### src/rtl/pcie_dll_pkg.sv
// Shared data-link-layer definitions: DLLP type codes, FC state encoding,
// FC type indices and DLLP field extraction helpers.
package pcie_dll_pkg;

   localparam logic [15:0] CRC16_POLY = 16'h100B;
   localparam logic [15:0] CRC16_SEED = 16'hFFFF;

   // Fixed-value DLLP type bytes
   typedef enum logic [7:0] {
      DLLP_ACK = 8'h00,
      DLLP_NAK = 8'h10,
      DLLP_NOP = 8'h31
   } dllp_type_e;

   // FC DLLP class lives in type[7:6]; type[5:4] selects P/NP/Cpl
   typedef enum logic [1:0] {
      FC_CLS_INIT1 = 2'b01,
      FC_CLS_UPD   = 2'b10,
      FC_CLS_INIT2 = 2'b11
   } fc_class_e;

   typedef enum logic [1:0] {
      FC_P   = 2'd0,
      FC_NP  = 2'd1,
      FC_CPL = 2'd2
   } fc_type_e;

   typedef enum logic [1:0] {
      FC_IDLE  = 2'd0,
      FC_INIT1 = 2'd1,
      FC_INIT2 = 2'd2,
      FC_DONE  = 2'd3
   } fc_state_e;

   typedef enum logic [2:0] {
      DK_NONE,
      DK_ACK,
      DK_NAK,
      DK_INITFC1,
      DK_INITFC2,
      DK_UPDFC
   } dllp_kind_e;

   function automatic logic [11:0] dllp_seq(input logic [31:0] d);
      return {d[19:16], d[31:24]};
   endfunction

   function automatic logic [7:0] dllp_hdr_fc(input logic [31:0] d);
      return {d[13:8], d[23:22]};
   endfunction

   function automatic logic [11:0] dllp_data_fc(input logic [31:0] d);
      return {d[19:16], d[31:24]};
   endfunction

   function automatic fc_type_e dllp_fc_type(input logic [7:0] t);
      return fc_type_e'(t[5:4]);
   endfunction

   // FC DLLPs only count for our VC (bit3 must be 0); anything else is discarded
   function automatic dllp_kind_e dllp_decode(input logic [7:0] t, input logic [2:0] vc);
      dllp_kind_e k;
      k = DK_NONE;
      if (t == DLLP_ACK) begin
         k = DK_ACK;
      end else if (t == DLLP_NAK) begin
         k = DK_NAK;
      end else if (t[3] == 1'b0 && t[2:0] == vc && t[5:4] != 2'b11) begin
         case (t[7:6])
            FC_CLS_INIT1: k = DK_INITFC1;
            FC_CLS_INIT2: k = DK_INITFC2;
            FC_CLS_UPD:   k = DK_UPDFC;
            default:      k = DK_NONE;
         endcase
      end
      return k;
   endfunction

endpackage

### src/rtl/pcie_dllp_crc16.sv
// DLLP CRC16 over the four DLLP bytes, bits taken byte 0 first, LSB first.
// Output is already in wire order: [7:0] is byte 4, [15:8] is byte 5.
module pcie_dllp_crc16
   import pcie_dll_pkg::*;
(
   input  logic [31:0] data_i,
   output logic [15:0] crc_o
);

   logic [15:0] lfsr;
   logic        fb;

   // Bit-serial LFSR unrolled, then complement and per-byte bit reversal
   always_comb begin
      lfsr  = CRC16_SEED;
      fb    = 1'b0;
      crc_o = '0;
      for (int i = 0; i < 32; i++) begin
         fb   = lfsr[15] ^ data_i[i];
         lfsr = {lfsr[14:0], 1'b0};
         if (fb) lfsr = lfsr ^ CRC16_POLY;
      end
      for (int b = 0; b < 8; b++) begin
         crc_o[b]     = ~lfsr[15-b];
         crc_o[8 + b] = ~lfsr[7-b];
      end
   end

endmodule

### src/rtl/pcie_dllp_rx.sv
// DLLP receiver: CRC check, Ack/Nak reporting and flow-control init tracking.
// Stage 1 registers the DLLP and its CRC verdict, stage 2 acts on it.
//
//   state    | meaning
//   FC_IDLE  | link down, limits cleared
//   FC_INIT1 | collecting InitFC1 for P, NP and Cpl
//   FC_INIT2 | all InitFC1 seen, waiting for first InitFC2/UpdateFC
//   FC_DONE  | initialised, UpdateFC refreshes limits
module pcie_dllp_rx
   import pcie_dll_pkg::*;
#(
   parameter logic [2:0] VC_ID = 3'd0
) (
   input  logic             clk,
   input  logic             rst_n,
   input  logic             link_up_i,
   input  logic             dllp_valid_i,
   input  logic [47:0]      dllp_i,
   output logic             ack_valid_o,
   output logic             nak_valid_o,
   output logic [11:0]      acknak_seq_o,
   output logic [2:0][7:0]  fc_hdr_cl_o,
   output logic [2:0][11:0] fc_data_cl_o,
   output logic [1:0]       fc_state_o,
   output logic             crc_err_o,
   output logic [15:0]      crc_err_cnt_o
);

   logic [15:0]      crc_calc;
   logic             s1_valid_q;
   logic             s1_crc_ok_q;
   logic [31:0]      s1_dllp_q;
   fc_state_e        state_q, state_d;
   logic [2:0]       seen_q, seen_d;
   logic [2:0][7:0]  hdr_cl_q, hdr_cl_d;
   logic [2:0][11:0] data_cl_q, data_cl_d;
   logic [11:0]      seq_q, seq_d;
   logic             ack_q, ack_d;
   logic             nak_q, nak_d;
   logic             err_q, err_d;
   logic [15:0]      err_cnt_q, err_cnt_d;
   dllp_kind_e       kind;
   fc_type_e         fc_idx;

   pcie_dllp_crc16 u_crc (
      .data_i (dllp_i[31:0]),
      .crc_o  (crc_calc)
   );

   // Stage 1: capture the DLLP together with its CRC verdict
   always_ff @(posedge clk) begin
      if (!rst_n) begin
         s1_valid_q  <= 1'b0;
         s1_crc_ok_q <= 1'b0;
         s1_dllp_q   <= '0;
      end else begin
         s1_valid_q  <= dllp_valid_i;
         s1_crc_ok_q <= (crc_calc == dllp_i[47:32]);
         s1_dllp_q   <= dllp_i[31:0];
      end
   end

   // Decode the stage-1 DLLP; a bad-CRC DLLP decodes to nothing
   always_comb begin
      kind   = DK_NONE;
      fc_idx = dllp_fc_type(s1_dllp_q[7:0]);
      if (s1_valid_q && s1_crc_ok_q) kind = dllp_decode(s1_dllp_q[7:0], VC_ID);
   end

   // Stage 2 next state: error accounting, Ack/Nak, FC init FSM
   always_comb begin
      state_d   = state_q;
      seen_d    = seen_q;
      hdr_cl_d  = hdr_cl_q;
      data_cl_d = data_cl_q;
      seq_d     = seq_q;
      err_cnt_d = err_cnt_q;
      ack_d     = 1'b0;
      nak_d     = 1'b0;
      err_d     = 1'b0;

      if (s1_valid_q && !s1_crc_ok_q) begin
         err_d = 1'b1;
         if (err_cnt_q != 16'hFFFF) err_cnt_d = err_cnt_q + 16'd1;
      end

      // Ack/Nak are honoured regardless of FC state or link
      if (kind == DK_ACK || kind == DK_NAK) begin
         seq_d = dllp_seq(s1_dllp_q);
         ack_d = (kind == DK_ACK);
         nak_d = (kind == DK_NAK);
      end

      if (!link_up_i) begin
         state_d   = FC_IDLE;
         seen_d    = '0;
         hdr_cl_d  = '0;
         data_cl_d = '0;
      end else begin
         case (state_q)
            FC_IDLE: state_d = FC_INIT1;
            FC_INIT1: begin
               if (kind == DK_INITFC1) begin
                  hdr_cl_d[fc_idx]  = dllp_hdr_fc(s1_dllp_q);
                  data_cl_d[fc_idx] = dllp_data_fc(s1_dllp_q);
                  seen_d[fc_idx]    = 1'b1;
                  if (&seen_d) state_d = FC_INIT2;
               end
            end
            FC_INIT2: begin
               if (kind == DK_UPDFC) begin
                  hdr_cl_d[fc_idx]  = dllp_hdr_fc(s1_dllp_q);
                  data_cl_d[fc_idx] = dllp_data_fc(s1_dllp_q);
               end
               if (kind == DK_INITFC2 || kind == DK_UPDFC) state_d = FC_DONE;
            end
            FC_DONE: begin
               if (kind == DK_UPDFC) begin
                  hdr_cl_d[fc_idx]  = dllp_hdr_fc(s1_dllp_q);
                  data_cl_d[fc_idx] = dllp_data_fc(s1_dllp_q);
               end
            end
            default: state_d = FC_IDLE;
         endcase
      end
   end

   // Stage 2 registers
   always_ff @(posedge clk) begin
      if (!rst_n) begin
         state_q   <= FC_IDLE;
         seen_q    <= '0;
         hdr_cl_q  <= '0;
         data_cl_q <= '0;
         seq_q     <= 12'hFFF;
         ack_q     <= 1'b0;
         nak_q     <= 1'b0;
         err_q     <= 1'b0;
         err_cnt_q <= '0;
      end else begin
         state_q   <= state_d;
         seen_q    <= seen_d;
         hdr_cl_q  <= hdr_cl_d;
         data_cl_q <= data_cl_d;
         seq_q     <= seq_d;
         ack_q     <= ack_d;
         nak_q     <= nak_d;
         err_q     <= err_d;
         err_cnt_q <= err_cnt_d;
      end
   end

   assign ack_valid_o   = ack_q;
   assign nak_valid_o   = nak_q;
   assign acknak_seq_o  = seq_q;
   assign fc_hdr_cl_o   = hdr_cl_q;
   assign fc_data_cl_o  = data_cl_q;
   assign fc_state_o    = state_q;
   assign crc_err_o     = err_q;
   assign crc_err_cnt_o = err_cnt_q;

endmodule

### config.mk
export PLATFORM = sky130hd
export DESIGN_NAME = pcie_dllp_rx
export DESIGN_NICKNAME = d
export VERILOG_FILES = /design/src/rtl/pcie_dll_pkg.sv /design/src/rtl/pcie_dllp_crc16.sv /design/src/rtl/pcie_dllp_rx.sv
export SDC_FILE = /design/constraint.sdc
export NUM_CORES = 1
export LEC_CHECK = 0
export CORE_UTILIZATION = 52
export CTS_BUF_LIST = sky130_fd_sc_hd__clkbuf_4 sky130_fd_sc_hd__clkbuf_8
export CTS_CLUSTER_DIAMETER = 100
export DETAILED_ROUTE_END_ITERATION = 16
export PLACE_DENSITY = 0.83
export SETUP_SLACK_MARGIN = 0.4
export SYNTH_ARGS = -nofsm -noshare
export SYNTH_HDL_FRONTEND = slang
export SYNTH_SLANG_ARGS = --single-unit
### constraint.sdc
create_clock -name clk -period 4.19 [get_ports clk]
set_clock_uncertainty 0.1 [all_clocks]
set_input_delay 1.0475 -clock clk [delete_from_list [all_inputs] [get_ports clk]]
set_output_delay 1.0475 -clock clk [all_outputs]
set_load 0.01 [all_outputs]
==> qor.log <==
qor: worst_setup_path.rr_startpoint s1_dllp_q[6]
qor: floorplanning.std_cell_rows 39
qor: placed_design.dpl.hpwl 10,980 um
qor: sta.hold_viol 0
qor: clocking.tritoncts built
qor: floorplanning.initial_core_util 0.5340
qor: worst_setup_path.critical_path.max_fanout 4
qor: worst_hold_path.holdCritPathClass flop to flop
qor: placed_design.place.gp.congestion 0.8749
qor: route.total_wirelength_of_the_detailed_routed_design 14,970 um
qor: finish.fin_util 0.7282
qor: status.result_of_the_run finished, final reports clean
qor: yosys.synth.most_common_cell sky130_fd_sc_hd__dfxtp_1
qor: power_and_ir_drop.netSwitchingPower 1.177 mW
qor: worst_setup_path.critPathBufInv 2
qor: sta.final-max-slew-violation-count 0
qor: route.wl_per_cell 16.65 um
qor: yosys.post_synth_main_area_contributors sky130_fd_sc_hd__dfxtp_1 41%, sky130_fd_sc_hd__mux2i_1 13%, sky130_fd_sc_hd__xnor2_1 7.3%
qor: sta.fmax 270.5 MHz
qor: yosys.yosysUniqueCellTypes 46
qor: grt.maximum_number_of_pins_on_one_net_before_global_route_repair 66
qor: worst_setup_path.cpLargestDelayFamily XOR/XNOR gates
qor: finish.num-nets-final 806
qor: sta.fin_tns_setup 0 ns
qor: yosys.synthesis.nets 637
qor: grt.gr-usage-all-layers 0.2537
qor: clocking.numClockSinks 126
qor: power_and_ir_drop.power_density 462.4 nW/um2
qor: finish.areaGrowthSynthToFinish 36.37%
qor: yosys.synth-warning-count 0
qor: yosys.synth_top_cells_by_count 126 x sky130_fd_sc_hd__dfxtp_1, 87 x sky130_fd_sc_hd__nor2_1, 78 x sky130_fd_sc_hd__mux2i_1
qor: floorplanning.die_height 110.5 um
qor: floorplanning.dieWidth 110.5 um
qor: floorplanning.dieArea 12,210 um2
qor: yosys.synth_ff_type sky130_fd_sc_hd__dfxtp_1
qor: worst_setup_path.critical_path_class primary input to flop
qor: placed_design.port-buffer-count 144
qor: route.routed_via_density 5.065
qor: sta.max-slew-margin-rel 0.2133
qor: worst_setup_path.critPathRequiredTime 4.44 ns
qor: finish.n_antenna_cell 0
qor: power_and_ir_drop.vdd_drop_max 0.4029 mV
qor: yosys.average_size_of_a_mapped_cell 10.65 um2
qor: clocking.cts-buffers-inserted 17
qor: yosys.synth-seq-cells 126
qor: worst_setup_path.crit_path_end_kind flop
qor: grt.antenna_violations_before_repair 0
qor: flow_run.max_cap_viol 0
qor: grt.vias_in_the_first_global_route 4,677
qor: power_and_ir_drop.sw_frac_of_total 0.3048
qor: clocking.ctsRootBufferMaster sky130_fd_sc_hd__clkbuf_8
qor: sta.grt_setup_unrepaired no
qor: yosys.synth-async-reset-ratio 0
qor: floorplanning.floorplan_core_area 11,470 um2
qor: route.detail_route_antenna_nets 0
qor: yosys.synth_enable_flop_cells 0
qor: sta.min_period_over_period 0.8823
qor: route.vias 4,553
qor: route.drtIter0Drc 260
qor: yosys.syn-cell-area 6123 um2
qor: sta.min_clock_period_post_route 3.697 ns
qor: power_and_ir_drop.total_power 3.861 mW
qor: worst_setup_path.cp.arrival 3.95 ns
qor: worst_setup_path.r2r_slack 1.52 ns
qor: worst_setup_path.critical_path.max_stage_delay 0.67 ns
qor: clocking.clockBufferDepth 2
qor: worst_setup_path.critPathMostFrequentCell sky130_fd_sc_hd__xnor3_2
qor: finish.total_of_fill_cells_in_the_finished_design 789
qor: worst_hold_path.hp-start acknak_seq_o[11]
qor: power_and_ir_drop.comb_power_share 0.395
qor: sta.setup_violations 0
qor: route.drt_drc_violations_left 0
qor: power_and_ir_drop.p_leak 3.804 nW
qor: grt.wire_length_of_the_first_global_routing_pass 24,050 um
qor: yosys.ys_seq_area_frac 0.4119
qor: route.drt_pre_antenna_iters 5
qor: sta.timing_worst_slew_pin_value 1.176 ns
qor: worst_setup_path.critPathSlowestCell sky130_fd_sc_hd__clkdlybuf4s50_1
qor: finish.post_route_cells_drive_above_1_share 0.1243
qor: clocking.ctsHtreeMaxLevel 4
qor: clocking.clkLatencyLatePin 0.43 ns
qor: worst_setup_path.startpoint dllp_i[6]
qor: worst_setup_path.crit_start_category primary input
qor: yosys.synth_top_cell_area_share 0.4119
qor: yosys.synth_top_cell_by_area sky130_fd_sc_hd__dfxtp_1
qor: power_and_ir_drop.clkPwrFrac 0.284
qor: yosys.synthCells 575
qor: clocking.clk_pin_slew 0.07 ns
qor: grt.gr_overflow_total 0
qor: floorplanning.ioPinCount 145
qor: worst_setup_path.critical_path_cell_sequence clkdlybuf4s50_1, xnor3_2, xnor3_2, xnor2_2, buf_4, xnor2_1, xor2_1, and4_1, o211ai_1, nor4_2
qor: power_and_ir_drop.internal_power_summed_over_all_cells 2.684 mW
qor: finish.combined_area_of_the_multi_input_logic_cells 3498 um2
qor: power_and_ir_drop.p_seq_frac 0.321
qor: finish.seqCellArea 2522 um2
[cell type report]
type / count / area share
multi-input combinational: 414 / 0.4189
sequential: 126 / 0.3021
clock buffer: 19 / 0.03057
inverter: 10 / 0.004495
clock inverter: 12 / 0.01933
timing repair buffer: 175 / 0.2032
tap: 143 / 0.02143
[worst reg2reg max path: stages, from the launching register on]
cell and delay (ns):
sky130_fd_sc_hd__dfxtp_1 0.36, sky130_fd_sc_hd__inv_1 0.09, sky130_fd_sc_hd__ha_1 0.19, sky130_fd_sc_hd__a21oi_1 0.16, sky130_fd_sc_hd__o211ai_1 0.15, sky130_fd_sc_hd__or4_1 0.50, sky130_fd_sc_hd__nor2_1 0.12, sky130_fd_sc_hd__a31o_2 0.19
sky130_fd_sc_hd__nand2_1 0.06, sky130_fd_sc_hd__buf_4 0.28, sky130_fd_sc_hd__mux2i_1 0.24, sky130_fd_sc_hd__nor2_1 0.06
[power by group through the flow]
stage / logic [mW] / registers, mW / clock network (mW)
after global placement: 1.37 / 1.26 / 0
after CTS: 1.41 / 1.24 / 1.11
after detailed placement: 1.40 / 1.26 / 0
after floorplan: 1.07 / 1.26 / 0
final: 1.53 / 1.24 / 1.10
after global routing: 1.62 / 1.24 / 1.17
[cells in the final DEF (no fill, tap or decap), drive strengths merged]
master | synthesis | final
nand2 | 29 | 29
mux2i | 78 | 78
clkbuf | 20 | 19
clkinvlp | 0 | 3
nand4 | 5 | 5
xnor2 | 61 | 61
or3 | 1 | 1
nand3 | 5 | 5
o221ai | 1 | 1
nor2 | 87 | 87
and2 | 31 | 31
clkinv | 0 | 4
o211ai | 2 | 2
dfxtp | 126 | 126
o2111ai | 1 | 1
nor4 | 3 | 3
inv | 10 | 12
a211oi | 1 | 1
bufinv | 0 | 3
buf | 5 | 31
xor3 | 4 | 4
dlymetal6s2s | 0 | 4
or4 | 1 | 1
clkdlybuf4s50 | 0 | 140
a41oi | 1 | 1
and4 | 2 | 2
or2 | 4 | 4
and3 | 4 | 4
ha | 10 | 10
a21oi | 11 | 11
a31o | 1 | 1
nor2b | 3 | 3
nor3 | 6 | 6
a31oi | 1 | 1
o2bb2ai | 1 | 1
nand2b | 3 | 3
xnor3 | 22 | 22
o21ai | 5 | 5
xor2 | 29 | 29
nand4bb | 1 | 1
[flip-flops by register name, summed over array words and instances, names as in the netlist]
register / count
s1_valid_q: 1
fc_state_o: 2
fc_data_cl_o: 36
fc_hdr_cl_o: 24
s1_dllp_q: 28
acknak_seq_o: 12
s1_crc_ok_q: 1
seen_q: 3
crc_err_cnt_o: 16
nak_valid_o: 1
ack_valid_o: 1
crc_err_o: 1
[metal layers]
layer  GRT usage  routed length (um)  up-vias
met4      0.1004                 363        0
met2      0.4344                7477      123
met1      0.3094                6579     2159
li1            -                   -     2244
met3     0.05598                 547       27
met5           0                   0        -
[path summary, 6_finish.rpt]
kind                       to  depth (start not counted)
min reg2reg  acknak_seq_o[11]                          2
max reg2reg   fc_hdr_cl_o[19]                         11
max               s1_crc_ok_q                         10
min          acknak_seq_o[11]                          2
[what timing repair did]
item                                    4_1_cts  5_1_grt
setup buffers                                 0        6
endpoints found under the setup margin        0        1
gates resized for setup                       0       11
hold endpoints to repair                      0        0
hold buffers                                  0        0
[metrics by stage]
stage	worst slack, ns	area, um2	hold WS [ns]	cells
global placement	0.05243	7819	0.3491	862
detailed placement	-0.05422	7819	0.3648	862
floorplan	0.4349	6123	0.3366	575
global route	0.3985	8351	0.4011	899
finish	0.4930	8351	0.3816	899
CTS	0.4005	8235	0.3824	893
[cells by family after synthesis]
group,count (synthesis),share of synthesized area
fa+ha+maj,10,0.02043
xor+xnor,116,0.2479
flops,126,0.4119
compound gates,25,0.02493
mux,78,0.1275
simple gates,185,0.1424
buf+inv,35,0.02493
No activity file was read; power rests on OpenSTA's default activity.
